`src/rtl/hydra_pkg.sv`:
```
// Shared definitions for the packet-buffer read path: page geometry, address
// field widths and the read-controller state encoding.
package hydra_pkg;

  localparam int PAGE_WORDS  = 8;
  localparam int SRAM_IDX_W  = 5;
  localparam int PAGE_ADDR_W = 11;
  localparam int PORT_W      = 4;
  localparam int HEAD_W      = SRAM_IDX_W + PAGE_ADDR_W;
  localparam int WORD_W      = 16;
  localparam int WORD_CNT_W  = $clog2(PAGE_WORDS);

  typedef enum logic [1:0] {
    IDLE   = 2'd0,
    CREDIT = 2'd1,
    REQ    = 2'd2,
    WAIT   = 2'd3
  } rd_ctrl_state_t;

  typedef struct packed {
    logic              eop;
    logic [WORD_W-1:0] data;
  } out_word_t;

  // Upper field of a head address selects the SRAM bank holding the packet.
  function automatic logic [SRAM_IDX_W-1:0] head_sram_idx(input logic [HEAD_W-1:0] head);
    return head[HEAD_W-1 -: SRAM_IDX_W];
  endfunction

endpackage

```
`src/rtl/port_fifo.sv`:
```
// Synchronous first-word-fall-through FIFO with occupancy count. A push on a
// full FIFO is taken only when a pop happens in the same cycle.
module port_fifo #(
  parameter int WIDTH = 16,
  parameter int DEPTH = 32
) (
  input  logic                     clk,
  input  logic                     rst_n,
  input  logic                     push,
  input  logic [WIDTH-1:0]         wdata,
  input  logic                     pop,
  output logic [WIDTH-1:0]         rdata,
  output logic                     full,
  output logic                     empty,
  output logic [$clog2(DEPTH):0]   count
);

  localparam int AW = $clog2(DEPTH);
  localparam int CW = AW + 1;

  logic [WIDTH-1:0] mem [DEPTH];
  logic [AW-1:0]    wr_ptr;
  logic [AW-1:0]    rd_ptr;
  logic             do_push;
  logic             do_pop;

  assign do_pop  = pop & ~empty;
  assign do_push = push & (~full | do_pop);

  always_ff @(posedge clk or negedge rst_n) begin
    if (!rst_n) begin
      wr_ptr <= '0;
      rd_ptr <= '0;
      count  <= '0;
    end else begin
      if (do_push) wr_ptr <= wr_ptr + 1'b1;
      if (do_pop)  rd_ptr <= rd_ptr + 1'b1;
      case ({do_push, do_pop})
        2'b10:   count <= count + 1'b1;
        2'b01:   count <= count - 1'b1;
        default: count <= count;
      endcase
    end
  end

  // Storage is not reset: contents are only observable through count/empty.
  always_ff @(posedge clk) begin
    if (do_push) mem[wr_ptr] <= wdata;
  end

  assign rdata = mem[rd_ptr];
  assign full  = (count == CW'(DEPTH));
  assign empty = (count == '0);

endmodule

```
`src/rtl/port_rd_ctrl.sv`:
```
// Egress read initiator for one output port: queues packet heads, requests
// page reads from the SRAM side under buffer credit, and streams words out.
module port_rd_ctrl
  import hydra_pkg::*;
#(
  parameter int PORT_IDX    = 0,
  parameter int QUEUE_DEPTH = 32,
  parameter int BUF_DEPTH   = 32
) (
  input  logic                  clk,
  input  logic                  rst_n,
  input  logic                  enq_vld,
  input  logic [HEAD_W-1:0]     enq_head_addr,
  output logic                  enq_rdy,
  output logic [8:0]            pkt_count,
  output logic                  rd_next,
  output logic [PORT_W-1:0]     rd_port,
  output logic [SRAM_IDX_W-1:0] rd_sram_sel,
  output logic [HEAD_W-1:0]     rd_packet_head_addr,
  input  logic                  rd_grant,
  input  logic                  rd_xfer_data_vld,
  input  logic [PORT_W-1:0]     rd_xfer_port,
  input  logic [WORD_W-1:0]     rd_xfer_data,
  input  logic                  rd_end_of_packet,
  output logic                  out_vld,
  output logic [WORD_W-1:0]     out_data,
  output logic                  out_eop,
  input  logic                  out_rdy,
  output logic                  err_ovf,
  output rd_ctrl_state_t        dbg_state
);

  localparam int QCW = $clog2(QUEUE_DEPTH) + 1;
  localparam int BCW = $clog2(BUF_DEPTH) + 1;
  // A page may be requested only while a whole page of space is free.
  localparam logic [BCW-1:0] CREDIT_LIMIT = BCW'(BUF_DEPTH - PAGE_WORDS);
  localparam logic [WORD_CNT_W-1:0] LAST_WORD = WORD_CNT_W'(PAGE_WORDS - 1);

  rd_ctrl_state_t        state;
  rd_ctrl_state_t        state_nxt;
  logic [WORD_CNT_W-1:0] word_cnt;

  logic              q_push;
  logic              q_pop;
  logic [HEAD_W-1:0] q_head;
  logic              q_full;
  logic              q_empty;
  logic [QCW-1:0]    q_count;

  logic              b_push;
  logic              b_pop;
  out_word_t         b_wdata;
  out_word_t         b_rdata;
  logic              b_full;
  logic              b_empty;
  logic [BCW-1:0]    b_count;

  logic              word_accept;
  logic              page_done;
  logic              credit_ok;
  logic              buf_drop;

  // ---------------------------------------------------------------- head queue
  assign enq_rdy = ~q_full;
  assign q_push  = enq_vld & ~q_full;

  port_fifo #(
    .WIDTH (HEAD_W),
    .DEPTH (QUEUE_DEPTH)
  ) u_head_q (
    .clk   (clk),
    .rst_n (rst_n),
    .push  (q_push),
    .wdata (enq_head_addr),
    .pop   (q_pop),
    .rdata (q_head),
    .full  (q_full),
    .empty (q_empty),
    .count (q_count)
  );

  // The in-service packet stays in the queue until its eop word arrives, so
  // the queue occupancy is exactly the queued-plus-in-service packet count.
  assign pkt_count           = 9'(q_count);
  assign rd_packet_head_addr = q_empty ? '0 : q_head;
  assign rd_sram_sel         = head_sram_idx(rd_packet_head_addr);
  assign rd_port             = PORT_W'(PORT_IDX);

  // ------------------------------------------------------------ output buffer
  // Handshake: a word transfers on the cycle out_vld & out_rdy are both high;
  // out_data/out_eop hold while out_vld is high and out_rdy is low.
  assign b_push       = word_accept;
  assign b_wdata.eop  = rd_end_of_packet;
  assign b_wdata.data = rd_xfer_data;
  assign b_pop        = out_vld & out_rdy;

  port_fifo #(
    .WIDTH ($bits(out_word_t)),
    .DEPTH (BUF_DEPTH)
  ) u_out_buf (
    .clk   (clk),
    .rst_n (rst_n),
    .push  (b_push),
    .wdata (b_wdata),
    .pop   (b_pop),
    .rdata (b_rdata),
    .full  (b_full),
    .empty (b_empty),
    .count (b_count)
  );

  assign out_vld   = ~b_empty;
  assign out_data  = b_rdata.data;
  assign out_eop   = b_rdata.eop;
  assign credit_ok = (b_count <= CREDIT_LIMIT);
  assign buf_drop  = word_accept & b_full & ~b_pop;

  // ---------------------------------------------------------------------- FSM
  always_ff @(posedge clk or negedge rst_n) begin
    if (!rst_n) state <= IDLE;
    else        state <= state_nxt;
  end

  always_comb begin
    state_nxt = state;
    case (state)
      IDLE:   if (!q_empty) state_nxt = CREDIT;
      CREDIT: if (credit_ok) state_nxt = REQ;
      REQ:    if (rd_grant) state_nxt = WAIT;
      WAIT: begin
        if (word_accept && rd_end_of_packet) state_nxt = IDLE;
        else if (page_done)                  state_nxt = CREDIT;
      end
      default: state_nxt = IDLE;
    endcase
  end

  always_comb begin
    rd_next     = (state == REQ);
    word_accept = rd_xfer_data_vld & (rd_xfer_port == PORT_W'(PORT_IDX)) & (state == WAIT);
    q_pop       = word_accept & rd_end_of_packet;
    page_done   = word_accept & ~rd_end_of_packet & (word_cnt == LAST_WORD);
  end

  assign dbg_state = state;

  // Words returned within the current page; wraps to 0 at the page boundary.
  always_ff @(posedge clk or negedge rst_n) begin
    if (!rst_n) begin
      word_cnt <= '0;
    end else if (state == REQ && rd_grant) begin
      word_cnt <= '0;
    end else if (word_accept) begin
      word_cnt <= word_cnt + 1'b1;
    end
  end

  always_ff @(posedge clk or negedge rst_n) begin
    if (!rst_n) err_ovf <= 1'b0;
    else if ((enq_vld && q_full) || buf_drop) err_ovf <= 1'b1;
  end

  // The credit check makes a dropped word impossible.
  a_no_buf_drop: assert property (@(posedge clk) disable iff (!rst_n) !buf_drop);

endmodule

```
`config.mk`:
```
export PLATFORM = sky130hd
export DESIGN_NAME = port_rd_ctrl
export DESIGN_NICKNAME = d
export VERILOG_FILES = /design/src/rtl/hydra_pkg.sv /design/src/rtl/port_fifo.sv /design/src/rtl/port_rd_ctrl.sv
export SDC_FILE = /design/constraint.sdc
export NUM_CORES = 1
export LEC_CHECK = 0
export BUFFER_PORTS_ARGS = -buffer_cell sky130_fd_sc_hd__buf_4
export CAP_MARGIN = 10
export CORE_ASPECT_RATIO = 0.8
export CORE_MARGIN = 2
export CORE_UTILIZATION = 32
export CTS_BUF_LIST = sky130_fd_sc_hd__clkbuf_4 sky130_fd_sc_hd__clkbuf_8
export CTS_CLUSTER_DIAMETER = 80
export DETAILED_ROUTE_END_ITERATION = 7
export HOLD_SLACK_MARGIN = 0.08
export PLACE_DENSITY = 0.48
export REMOVE_ABC_BUFFERS = 1
export SLEW_MARGIN = 10
export SYNTH_ARGS = -nofsm -noshare
export SYNTH_HDL_FRONTEND = slang
export SYNTH_SLANG_ARGS = --single-unit
```
`constraint.sdc`:
```
create_clock -name clk -period 6.5 [get_ports clk]
set_input_delay 1.3 -clock clk [delete_from_list [all_inputs] [get_ports clk]]
set_output_delay 1.3 -clock clk [all_outputs]
set_load 0.02 [all_outputs]
```
Yosys cells after proc, flatten, opt, wreduce, memory -nomap -nowiden

Memories as Yosys holds them, arrays and structs flattened.
Index checks and enable logic that the tools add are counted.

Register bits after elaboration: 38
Memory bits (writable): 1056
Input port bits: 43
Output and inout bits: 57
Memories: 2

$add $sub $neg: 9
Magnitude comparators: 1
Equal/unequal tests: 14
Multiplexer cells: 15
Bitwise logic cells: 21
Reduce and logical (&&, ||, !) cells: 12

Memory list:

| memory        | words | bits a word | rd ports | clocked after memory_dff | write ports | line            | source |
|---|---|---|---|---|---|---|---|
| u_out_buf.mem | 32    | 17          | 1        | 0                        | 1           | port_fifo.sv:21 | `logic [WIDTH-1:0] mem [DEPTH];` |
| u_head_q.mem  | 32    | 16          | 1        | 0                        | 1           | port_fifo.sv:21 |  |

Operators by type and width:

| kind                | count |
|---|---|
| $pmux 6 s2          | 2 |
| $add 5x1->5 const B | 4 |
| $mux 16             | 1 |
| $and 1x1->1         | 13 |
| $add 6x1->6 const B | 2 |
| $eq 6x6->1 const B  | 2 |
| $logic_not 6->1     | 2 |
| $sub 6x1->6 const B | 2 |
| $mux 2              | 5 |
| $eq 2x2->1 const B  | 4 |
| $pmux 2 s4          | 1 |
| $eq 2x1->1 const B  | 3 |
| $le 6x5->1 const B  | 1 |
| $mux 3              | 2 |
| $not 1->1           | 6 |
| $reduce_bool 2->1   | 3 |
| $logic_not 4->1     | 1 |
| $mux 1              | 4 |
| $ne 2x2->1 const B  | 2 |
| $reduce_and 4->1    | 1 |
| $add 3x1->3 const B | 1 |
| $eq 3x3->1 const B  | 1 |
| $logic_and 1x1->1   | 3 |
| $ne 3x3->1 const B  | 1 |
| other kinds (4)     | 5 |

Logic depth before layout (Yosys ltp)

Gate-level depths: netlist (run 1).

Depth in word-level cells: 9
Mapped depth: 13

Modules after synthesis

Synthesis (run 1) repeated with hierarchy kept, for this count alone.

Cell total of the unflattened synthesis: 2297
Area total of the unflattened synthesis: 43224.0 um^2

By module, submodules not included:

| module                | instances | cells each | area an instance (um^2) |
|---|---|---|---|
| port_fifo (u_out_buf) | 1         | 1140       | 21902.3 |
| port_fifo (u_head_q)  | 1         | 1082       | 20686.1 |
| port_rd_ctrl          | 1         | 75         | 635.6 |

Least setup slack after synthesis (run 1)

Ideal clock, no wire load.

Kind: register to output
Start point: register u_head_q.rd_ptr[1]
End point: output port rd_sram_sel[0]
Data arrival time: 2356 ps
Data required time: 5200 ps
Slack: 2844 ps
Cell stages (with the launch flop): 8
Buffers on the path: 4
Path through: dfrtp_1 > buf_2 > nor2_2 > clkbuf_1 > clkbuf_1 > a22oi_1 > a211oi_1 > buf_4

Word-level cells in the longest chain between the ends: 2

Ends and longest elaborated chain:

| item                     | line               | source |
|---|---|---|
| start: declaration       | port_fifo.sv:23    | `logic [AW-1:0] rd_ptr;` |
| start signal: assignment | port_fifo.sv:37    | `if (do_pop) rd_ptr <= rd_ptr + 1'b1;` |
| $mem_v2 32x16            | -                  |  |
| $mux 16                  | port_rd_ctrl.sv:85 | `assign rd_packet_head_addr = q_empty ? '0 : q_head;` |
| end: declaration         | port_rd_ctrl.sv:18 | `output logic [SRAM_IDX_W-1:0] rd_sram_sel,` |

Every way passes these cells.

Worst setup path after layout (run 1)

Start point: register u_head_q.rd_ptr[0]
End point: output port rd_packet_head_addr[0]

Word-level cells in the longest chain between the ends: 2

Ends and longest elaborated chain:

| item             | line               | source |
|---|---|---|
| $mem_v2 32x16    | -                  |  |
| $mux 16          | port_rd_ctrl.sv:85 |  |
| end: declaration | port_rd_ctrl.sv:19 | `output logic [HEAD_W-1:0] rd_packet_head_addr,` |

Every way passes these cells.

==> metrics.log, run 1 <==
[metrics] portion of synthesized cell area occupied by the leading cell type: 73.7%
[metrics] Clock Tree Buf Depth: 3
[metrics] source-to-sink clock delay at the later pin of the worst-skew pair: 0.86 ns
[metrics] Post-DRT Antenna Nets: 0
[metrics] Worst Max-Slew Pin Slew: 1.24 ns
[metrics] Core Footprint: 134000 um2
[metrics] category of the most critical setup path: reg2out
[metrics] run status: finished, final reports clean
[metrics] DP HPWL: 62.3 mm
[metrics] die boundary height: 332 um
[metrics] Syn Area/Cell: 20.6 um2
[metrics] number of synthesized flops with an enable pin: 1056
[metrics] Worst slew margin: 16.9%
[metrics] area occupied by multi-input gates: 9680 um2
[metrics] total global routing track utilization: 15.8%
[metrics] power density relative to cell area: 380 nW/um2
[metrics] Iter 0 DRT Violations: 1813
[metrics] data arrival at the endpoint of the critical path: 4.34 ns
[metrics] final design instance area without fill: 49300 um2
[metrics] fraction of the cycle the final worst path needs: 86.8%
[metrics] number of unique standard cell types used by synthesis: 64
[metrics] flip-flop and latch area: 32700 um2
[metrics] unrepaired setup endpoints after global routing: false
[metrics] overflow left after global routing: 0
[metrics] antenna violations before repair: 1
[metrics] via count of the first global-routing pass: 22050
[metrics] VDD IR-drop max: 0.250 mV
[metrics] Yosys warnings: 0
[metrics] Main synth FF type: sky130_fd_sc_hd__edfxtp_1
[metrics] final-layout fill cell count: 12295
[metrics] Placer Congestion: 0.754
[metrics] worst-case hold slack: 0.474 ns
[metrics] post-DR vias/cell: 5.05
[metrics] Slew Viols, Final: 0
[metrics] Row Count: 120
[metrics] cell at the root of the clock tree: sky130_fd_sc_hd__clkbuf_8
[metrics] startpoint types: register
[metrics] Placement Cell Area: 46000 um2
[metrics] total number of vias: 21308
[metrics] growth of design area from synthesis to finish: 14.6%
[metrics] initial core utilization: 32.2%
[metrics] fraction of synthesis flops using an asynchronous set or reset pin: 3.47%
[metrics] number of maximum-capacitance violations: 0
[metrics] Post-Syn Area: 43000 um2
[metrics] maximum number of pins on one net before global-route repair: 67
[metrics] number of buffers created by CTS: 169
[metrics] kind of path behind the tightest hold check: in2async
[metrics] Final Routed Wirelength: 109 mm
[metrics] dominant cells by area after synthesis: sky130_fd_sc_hd__edfxtp_1 (74%), sky130_fd_sc_hd__mux4_2 (11%), sky130_fd_sc_hd__mux2i_1 (3.3%)
[metrics] reported leakage power: 15.7 nW
[metrics] first-pass GRT wire length: 157 mm
[metrics] maximum fanout count along the critical path: 53
[metrics] total die area: 137000 um2
[metrics] wire length per cell after detailed routing: 25.7 um
[metrics] endpoint class of the critical path: primary output
[metrics] largest clock skew in the final design: 0.0209 ns
[metrics] depth of the CTS H-tree: 4
[metrics] number of setup buffers added after CTS: 0
[metrics] number of buffers inserted for hold repair after clock tree synthesis: 0
[metrics] shortest clock period the worst path allows after layout: 5.64 ns
[metrics] achievable clock frequency: 177 MHz
[metrics] Port-buffer cells: 92
[metrics] layout net count: 2379
[metrics] clock-pin slew on the worst setup and hold paths: 0.06 ns
[metrics] TritonCTS clock tree: built
[metrics] # clock sinks: 1094
[metrics] DR DRC count: 0
[metrics] die span in x: 414 um
[metrics] top-level I/O count: 100
[metrics] hold violation total from the final report: 0
[metrics] flip-flop and latch count after synthesis: 1094
[metrics] sequential-to-total area share from yosys stat: 75.9%
[metrics] Yosys top cell by area: sky130_fd_sc_hd__edfxtp_1
[metrics] count of mapped cells out of synthesis: 2088
[metrics] DRT Pass-1 Iters: 7
[metrics] fraction of final layout cells with drive strength greater than 1: 30.3%
[metrics] number of cells upsized or downsized after cts: 0
[metrics] required time at the endpoint of the critical path: 5.20 ns
[metrics] number of setup violations in the final report: 0
-- metrics by stage --
stage	util [%]	setup slack, ns	setup TNS (ns)	cells	power, mW
after floorplan	-	-2.25	-54.36	1963	12.0
after global placement	34.4	1.45	0	3907	13.3
after detailed placement	34.4	1.73	0	3908	13.4
after CTS	36.9	0.760	0	4217	19.0
after global routing	36.9	0.699	0	4218	19.6
final	36.9	0.860	0	4220	18.7
-- metal layers --
layer	GRT usage [%]	up-vias	part of all wire, %
li1	-	9097	-
met1	22.0	11490	45
met2	25.3	584	49
met3	2.49	137	4.4
met4	4.96	0	1.8
met5	0	-	0
-- final cells by class --
cell class	instances	area share (%)
Antenna cell	3	0.0152
Clock inverter	70	0.757
Tap cell	1769	4.49
Clock buffer	239	5.86
Inverter	17	0.129
Multi-Input combinational cell	852	19.6
Sequential cell	1094	66.3
Timing Repair Buffer	176	2.80
-- synth_stat cells, types with 18 or more instances --
master / instances
sky130_fd_sc_hd__clkbuf_1: 34
sky130_fd_sc_hd__buf_2: 52
sky130_fd_sc_hd__nand3_1: 18
sky130_fd_sc_hd__mux2_2: 43
sky130_fd_sc_hd__dfrtp_1: 38
sky130_fd_sc_hd__a21oi_1: 35
sky130_fd_sc_hd__nor2_1: 87
sky130_fd_sc_hd__edfxtp_1: 1056
sky130_fd_sc_hd__mux2i_1: 142
sky130_fd_sc_hd__mux4_2: 204
sky130_fd_sc_hd__buf_4: 24
sky130_fd_sc_hd__o22ai_1: 52
sky130_fd_sc_hd__ha_1: 25
sky130_fd_sc_hd__nand2_1: 29
-- worst max-delay path, cell delays in order, from the launching register on --
cell and delay (ns):
sky130_fd_sc_hd__dfrtp_4 0.78, sky130_fd_sc_hd__buf_12 0.43, sky130_fd_sc_hd__mux4_2 0.56, sky130_fd_sc_hd__a22o_1 0.24
sky130_fd_sc_hd__a2111oi_0 0.96, sky130_fd_sc_hd__a211oi_1 0.20, sky130_fd_sc_hd__buf_4 0.24
-- power breakdown --
part | switching (mW) | total (mW) | internal, mW
Combinational | 2.60 | 4.68 | 2.08
Clock | 2.65 | 5.59 | 2.94
Sequential | 0.456 | 8.47 | 8.02
Total | 5.70 | 18.7 | 13.0
-- logic make-up (layout without fill, tap and decap cells) --
kind of cell | after synthesis | count (layout) | synth area share [%]
mux | 391 | 391 | 15.2
other cells | 1 | 10 | 0.00872
simple gates | 196 | 196 | 2.25
compound gates | 205 | 205 | 3.50
fa+ha+maj | 26 | 26 | 0.774
flops | 1094 | 1094 | 75.9
buf+inv | 148 | 502 | 1.81
xor+xnor | 27 | 27 | 0.550
-- cell usage in the layout, fill, tap and decap left out, types with 16 or more instances in the layout --
cell type | Yosys | routed
sky130_fd_sc_hd__clkbuf_8 | 0 | 175
sky130_fd_sc_hd__inv_1 | 17 | 17
sky130_fd_sc_hd__clkinv_1 | 0 | 43
sky130_fd_sc_hd__buf_4 | 24 | 170
sky130_fd_sc_hd__edfxtp_1 | 1056 | 1056
sky130_fd_sc_hd__ha_1 | 25 | 25
sky130_fd_sc_hd__a22o_1 | 16 | 16
sky130_fd_sc_hd__o22ai_1 | 52 | 52
sky130_fd_sc_hd__mux4_2 | 204 | 204
sky130_fd_sc_hd__a21oi_1 | 35 | 35
sky130_fd_sc_hd__clkbuf_4 | 0 | 64
sky130_fd_sc_hd__nand2_1 | 29 | 29
sky130_fd_sc_hd__nand3_1 | 18 | 18
sky130_fd_sc_hd__dfrtp_1 | 38 | 32
sky130_fd_sc_hd__nor2_2 | 2 | 28
sky130_fd_sc_hd__nor2_1 | 87 | 59
sky130_fd_sc_hd__mux2i_1 | 142 | 142
sky130_fd_sc_hd__mux2_2 | 43 | 43
-- final timing paths --
path | slack [ns] | start | cells past startpoint | end
worst max-delay path | 0.86 | u_head_q.rd_ptr[0] | 6 | rd_packet_head_addr[0]
worst min-delay path | 0.47 | rst_n | 1 | u_head_q.count[5]
worst max register to register | 3.03 | u_head_q.count[1] | 5 | u_head_q.mem[23][8]
worst min register to register | 0.48 | err_ovf | 1 | err_ovf
max in group asynchronous | 5.53 | rst_n | 1 | u_head_q.rd_ptr[0]
min in group clk | 0.48 | err_ovf | 1 | err_ovf
-- sequential cells by signal, summed over array words and instances, names as in the netlist --
register and count:
u_out_buf.rd_ptr 5, dbg_state 2, err_ovf 1, u_out_buf.count 6
u_out_buf.mem 544, word_cnt 3, u_head_q.wr_ptr 5, u_head_q.count 6
u_head_q.rd_ptr 5, u_out_buf.wr_ptr 5, u_head_q.mem 512
No activity file was read; power rests on OpenSTA's default activity.
==> inputs of run 2 (changes only) <==
--- a/config.mk
+++ b/config.mk
@@ -9,12 +9,12 @@
 export CAP_MARGIN = 10
 export CORE_ASPECT_RATIO = 0.8
 export CORE_MARGIN = 2
-export CORE_UTILIZATION = 32
+export CORE_UTILIZATION = 35
 export CTS_BUF_LIST = sky130_fd_sc_hd__clkbuf_4 sky130_fd_sc_hd__clkbuf_8
 export CTS_CLUSTER_DIAMETER = 80
 export DETAILED_ROUTE_END_ITERATION = 7
 export HOLD_SLACK_MARGIN = 0.08
-export PLACE_DENSITY = 0.48
+export PLACE_DENSITY = 0.52
 export REMOVE_ABC_BUFFERS = 1
 export SLEW_MARGIN = 10
 export SYNTH_ARGS = -nofsm -noshare
==> run 2 against run 1 <==
Compared with the run above: the flow now finishes with violations (antenna violations); clock skew is 0.0090 ns higher; utilization increased by 3.4 points; maximum frequency decreased by 3.5%; register-to-register slack better by 0.21 ns; final cell count down 3.2%; worst hold slack got worse by 0.0030 ns; total power grew 0.93%.
==> metrics.log, run 2 (same netlist as run 1, synthesis figures left out) <==
[metrics] run status: finished, violations left (was finished, final reports clean)
[metrics] violations in the final reports: antenna violations
[metrics] depth of the CTS H-tree: 4 (unchanged)
[metrics] total number of vias: 21077 (was 21308)
[metrics] via count of the first global-routing pass: 21954 (was 22050)
[metrics] reported leakage power: 15.7 nW (about the same)
[metrics] DRT Pass-1 Iters: 7 (unchanged)
[metrics] share of power burned in combinational logic: 24.4% (was 25.0%)
[metrics] category of the most critical setup path: reg2out (unchanged)
[metrics] number of cells upsized or downsized after cts: 0 (unchanged)
[metrics] Iter 0 DRT Violations: 1756 (was 1813)
[metrics] number of maximum-capacitance violations: 0 (unchanged)
[metrics] DR DRC count: 0 (unchanged)
[metrics] top-level I/O count: 100 (unchanged)
[metrics] Biggest register: u_out_buf.mem (unchanged)
[metrics] net switching power of the design: 5.66 mW (was 5.70 mW)
[metrics] total die area: 126000 um2 (was 137000 um2)
[metrics] data arrival at the endpoint of the critical path: 4.54 ns (was 4.34 ns)
[metrics] Core Util, Final: 40.2% (was 36.9%)
[metrics] Post-DRT Antenna Nets: 1 (was 0)
[metrics] TritonCTS clock tree: built (unchanged)
[metrics] layout net count: 2378 (was 2379)
[metrics] # clock sinks: 1094 (unchanged)
[metrics] number of setup violations in the final report: 0 (unchanged)
[metrics] shortest clock period the worst path allows after layout: 5.84 ns (was 5.64 ns)
[metrics] VDD IR-drop max: 0.219 mV (was 0.250 mV)
[metrics] post-DR vias/cell: 5.16 (was 5.05)
[metrics] switching portion of total power: 29.9% (was 30.4%)
[metrics] largest registers in the final layout: u_out_buf.mem (544), u_head_q.mem (512) (unchanged)
[metrics] power density relative to cell area: 384 nW/um2 (was 380 nW/um2)
[metrics] maximum number of pins on one net before global-route repair: 80 (was 67)
[metrics] antenna violations before repair: 6 (was 1)
[metrics] Row Count: 115 (was 120)
[metrics] DP HPWL: 59.5 mm (was 62.3 mm)
[metrics] hold violation total from the final report: 0 (unchanged)
[metrics] Slew Viols, Final: 0 (unchanged)
[metrics] maximum fanout count along the critical path: 30 (was 53)
[metrics] Final Routed Wirelength: 105 mm (was 109 mm)
[metrics] number of buffers created by CTS: 169 (unchanged)
[metrics] total global routing track utilization: 16.7% (was 15.8%)
[metrics] overflow left after global routing: 0 (unchanged)
[metrics] number of setup buffers added after CTS: 0 (unchanged)
[metrics] fraction of final layout cells with drive strength greater than 1: 30.8% (was 30.3%)
[metrics] number of standard cells in the final layout excluding fillers: 4083 (was 4220)
[metrics] fraction of the cycle the final worst path needs: 89.9% (was 86.8%)
[metrics] Clock Tree Buf Depth: 3 (unchanged)
[metrics] unrepaired setup endpoints after global routing: false (unchanged)
[metrics] die boundary height: 318 um (was 332 um)
[metrics] initial core utilization: 35.1% (was 32.2%)
[metrics] achievable clock frequency: 171 MHz (was 177 MHz)
[metrics] cell count after placement: 3776 (was 3908)
[metrics] Port-buffer cells: 92 (unchanged)
[metrics] post-route setup slack: 0.656 ns (was 0.860 ns)
[metrics] growth of design area from synthesis to finish: 14.6% (about the same)
[metrics] first-pass GRT wire length: 152 mm (was 157 mm)
[metrics] most common cell after layout, fill and taps aside: sky130_fd_sc_hd__edfxtp_1 (unchanged)
[metrics] clock group share of total power: 30.8% (was 29.8%)
[metrics] Placer Congestion: 0.745 (was 0.754)
[metrics] Worst Max-Slew Pin Slew: 1.23 ns (was 1.24 ns)
[metrics] largest clock skew in the final design: 0.0299 ns (was 0.0209 ns)
[metrics] number of buffers inserted for hold repair after clock tree synthesis: 0 (unchanged)
[metrics] kind of path behind the tightest hold check: in2async (unchanged)
[metrics] setup slack at placement: 1.51 ns (was 1.73 ns)
[metrics] Core Footprint: 122000 um2 (was 134000 um2)
[metrics] required time at the endpoint of the critical path: 5.20 ns (about the same)
[metrics] endpoint class of the critical path: primary output (unchanged)
[metrics] top library cells by usage in the layout, fill and taps aside: sky130_fd_sc_hd__edfxtp_1 (1056), sky130_fd_sc_hd__mux4_2 (204), sky130_fd_sc_hd__clkbuf_8 (176) (was sky130_fd_sc_hd__edfxtp_1 (1056), sky130_fd_sc_hd__mux4_2 (204), sky130_fd_sc_hd__clkbuf_8 (175))
[metrics] flip-flop count of the largest register after layout: 544 (unchanged)
[metrics] internal cell power: 13.3 mW (was 13.0 mW)
[metrics] startpoint types: register (unchanged)
[metrics] Worst slew margin: 17.7% (was 16.9%)
[metrics] clock-pin slew on the worst setup and hold paths: 0.06 ns (about the same)
[metrics] wire length per cell after detailed routing: 25.8 um (was 25.7 um)
[metrics] source-to-sink clock delay at the later pin of the worst-skew pair: 0.84 ns (was 0.86 ns)
[metrics] cell at the root of the clock tree: sky130_fd_sc_hd__clkbuf_8 (unchanged)
[metrics] die span in x: 396 um (was 414 um)
[metrics] part of the total power dissipated in sequential elements: 44.8% (was 45.2%)
[run 2: changes by cell type in the layout (fill, tap and decap cells not counted), moves of 3 or more]
| cell | previous run | this run |
|---|---|---|
| sky130_fd_sc_hd__inv_8 | 0 | 4 |
| sky130_fd_sc_hd__nor2_1 | 59 | 55 |
| sky130_fd_sc_hd__clkinv_1 | 43 | 26 |
| sky130_fd_sc_hd__nor2_4 | 2 | 5 |
| sky130_fd_sc_hd__clkinv_2 | 15 | 9 |
| sky130_fd_sc_hd__diode_2 | 3 | 9 |
| sky130_fd_sc_hd__inv_6 | 1 | 4 |
| sky130_fd_sc_hd__bufinv_16 | 2 | 7 |
[run 2: metal layers]
metal / GRT usage (%) / up-vias / share of wire [%]
li1: - / 9112 / -
met1: 22.5 / 11151 / 43
met2: 27.0 / 651 / 49
met3: 3.59 / 157 / 5.9
met4: 5.44 / 6 / 2.3
met5: 0 / - / 0.044
[run 2: final cells by class]
| type | instances | area [um2] |
|---|---|---|
| clock buffers | 240 | 2900 |
| repair buffers | 175 | 1360 |
| clock inverters | 58 | 493 |
| well taps | 1638 | 2050 |
| diodes | 9 | 22.5 |
| flip-flops and latches | 1094 | 32700 |
| inverters | 17 | 63.8 |
| multi-input cells | 852 | 9700 |
| fillers | 10880 | 73200 |
[run 2: final timing paths]
path	slack, ns	end	start	cells past startpoint
max	0.66	rd_packet_head_addr[8]	u_head_q.rd_ptr[0]	7
min	0.47	u_out_buf.count[4]	rst_n	1
max reg2reg	3.24	u_out_buf.mem[7][10]	dbg_state[0]	5
min reg2reg	0.48	err_ovf	err_ovf	1
max in group asynchronous	5.51	u_head_q.rd_ptr[2]	rst_n	1
min in group clk	0.48	err_ovf	err_ovf	1
[run 2: worst max-delay path, cell delays in order (launching register included)]
cell and delay, ns:
sky130_fd_sc_hd__dfrtp_4 0.82, sky130_fd_sc_hd__buf_4 0.61, sky130_fd_sc_hd__mux4_2 0.61, sky130_fd_sc_hd__a22o_1 0.20, sky130_fd_sc_hd__a2111oi_0 0.94, sky130_fd_sc_hd__buf_4 0.27, sky130_fd_sc_hd__a211oi_1 0.06, sky130_fd_sc_hd__buf_4 0.18
[run 2: metrics by stage]
| step | TNS [ns] | area [um2] | power (mW) | hold WS [ns] |
|---|---|---|---|---|
| CTS | 0 | 49200 | 19.2 | 0.417 |
| finish | 0 | 49300 | 18.9 | 0.471 |
| global placement | 0 | 45900 | 13.2 | 0.466 |
| floorplan | -54.36 | 42300 | 12.0 | 0.479 |
| detailed placement | 0 | 45900 | 13.3 | 0.471 |
| global route | 0 | 49300 | 19.8 | 0.455 |
[run 2: power groups by stage]
stage	logic (mW)	clock network (mW)	registers, mW
after global placement	4.62	0	8.62
after global routing	4.91	6.31	8.53
after floorplan	3.15	0	8.88
after detailed placement	4.67	0	8.64
after CTS	4.69	6.01	8.49
final	4.61	5.83	8.48
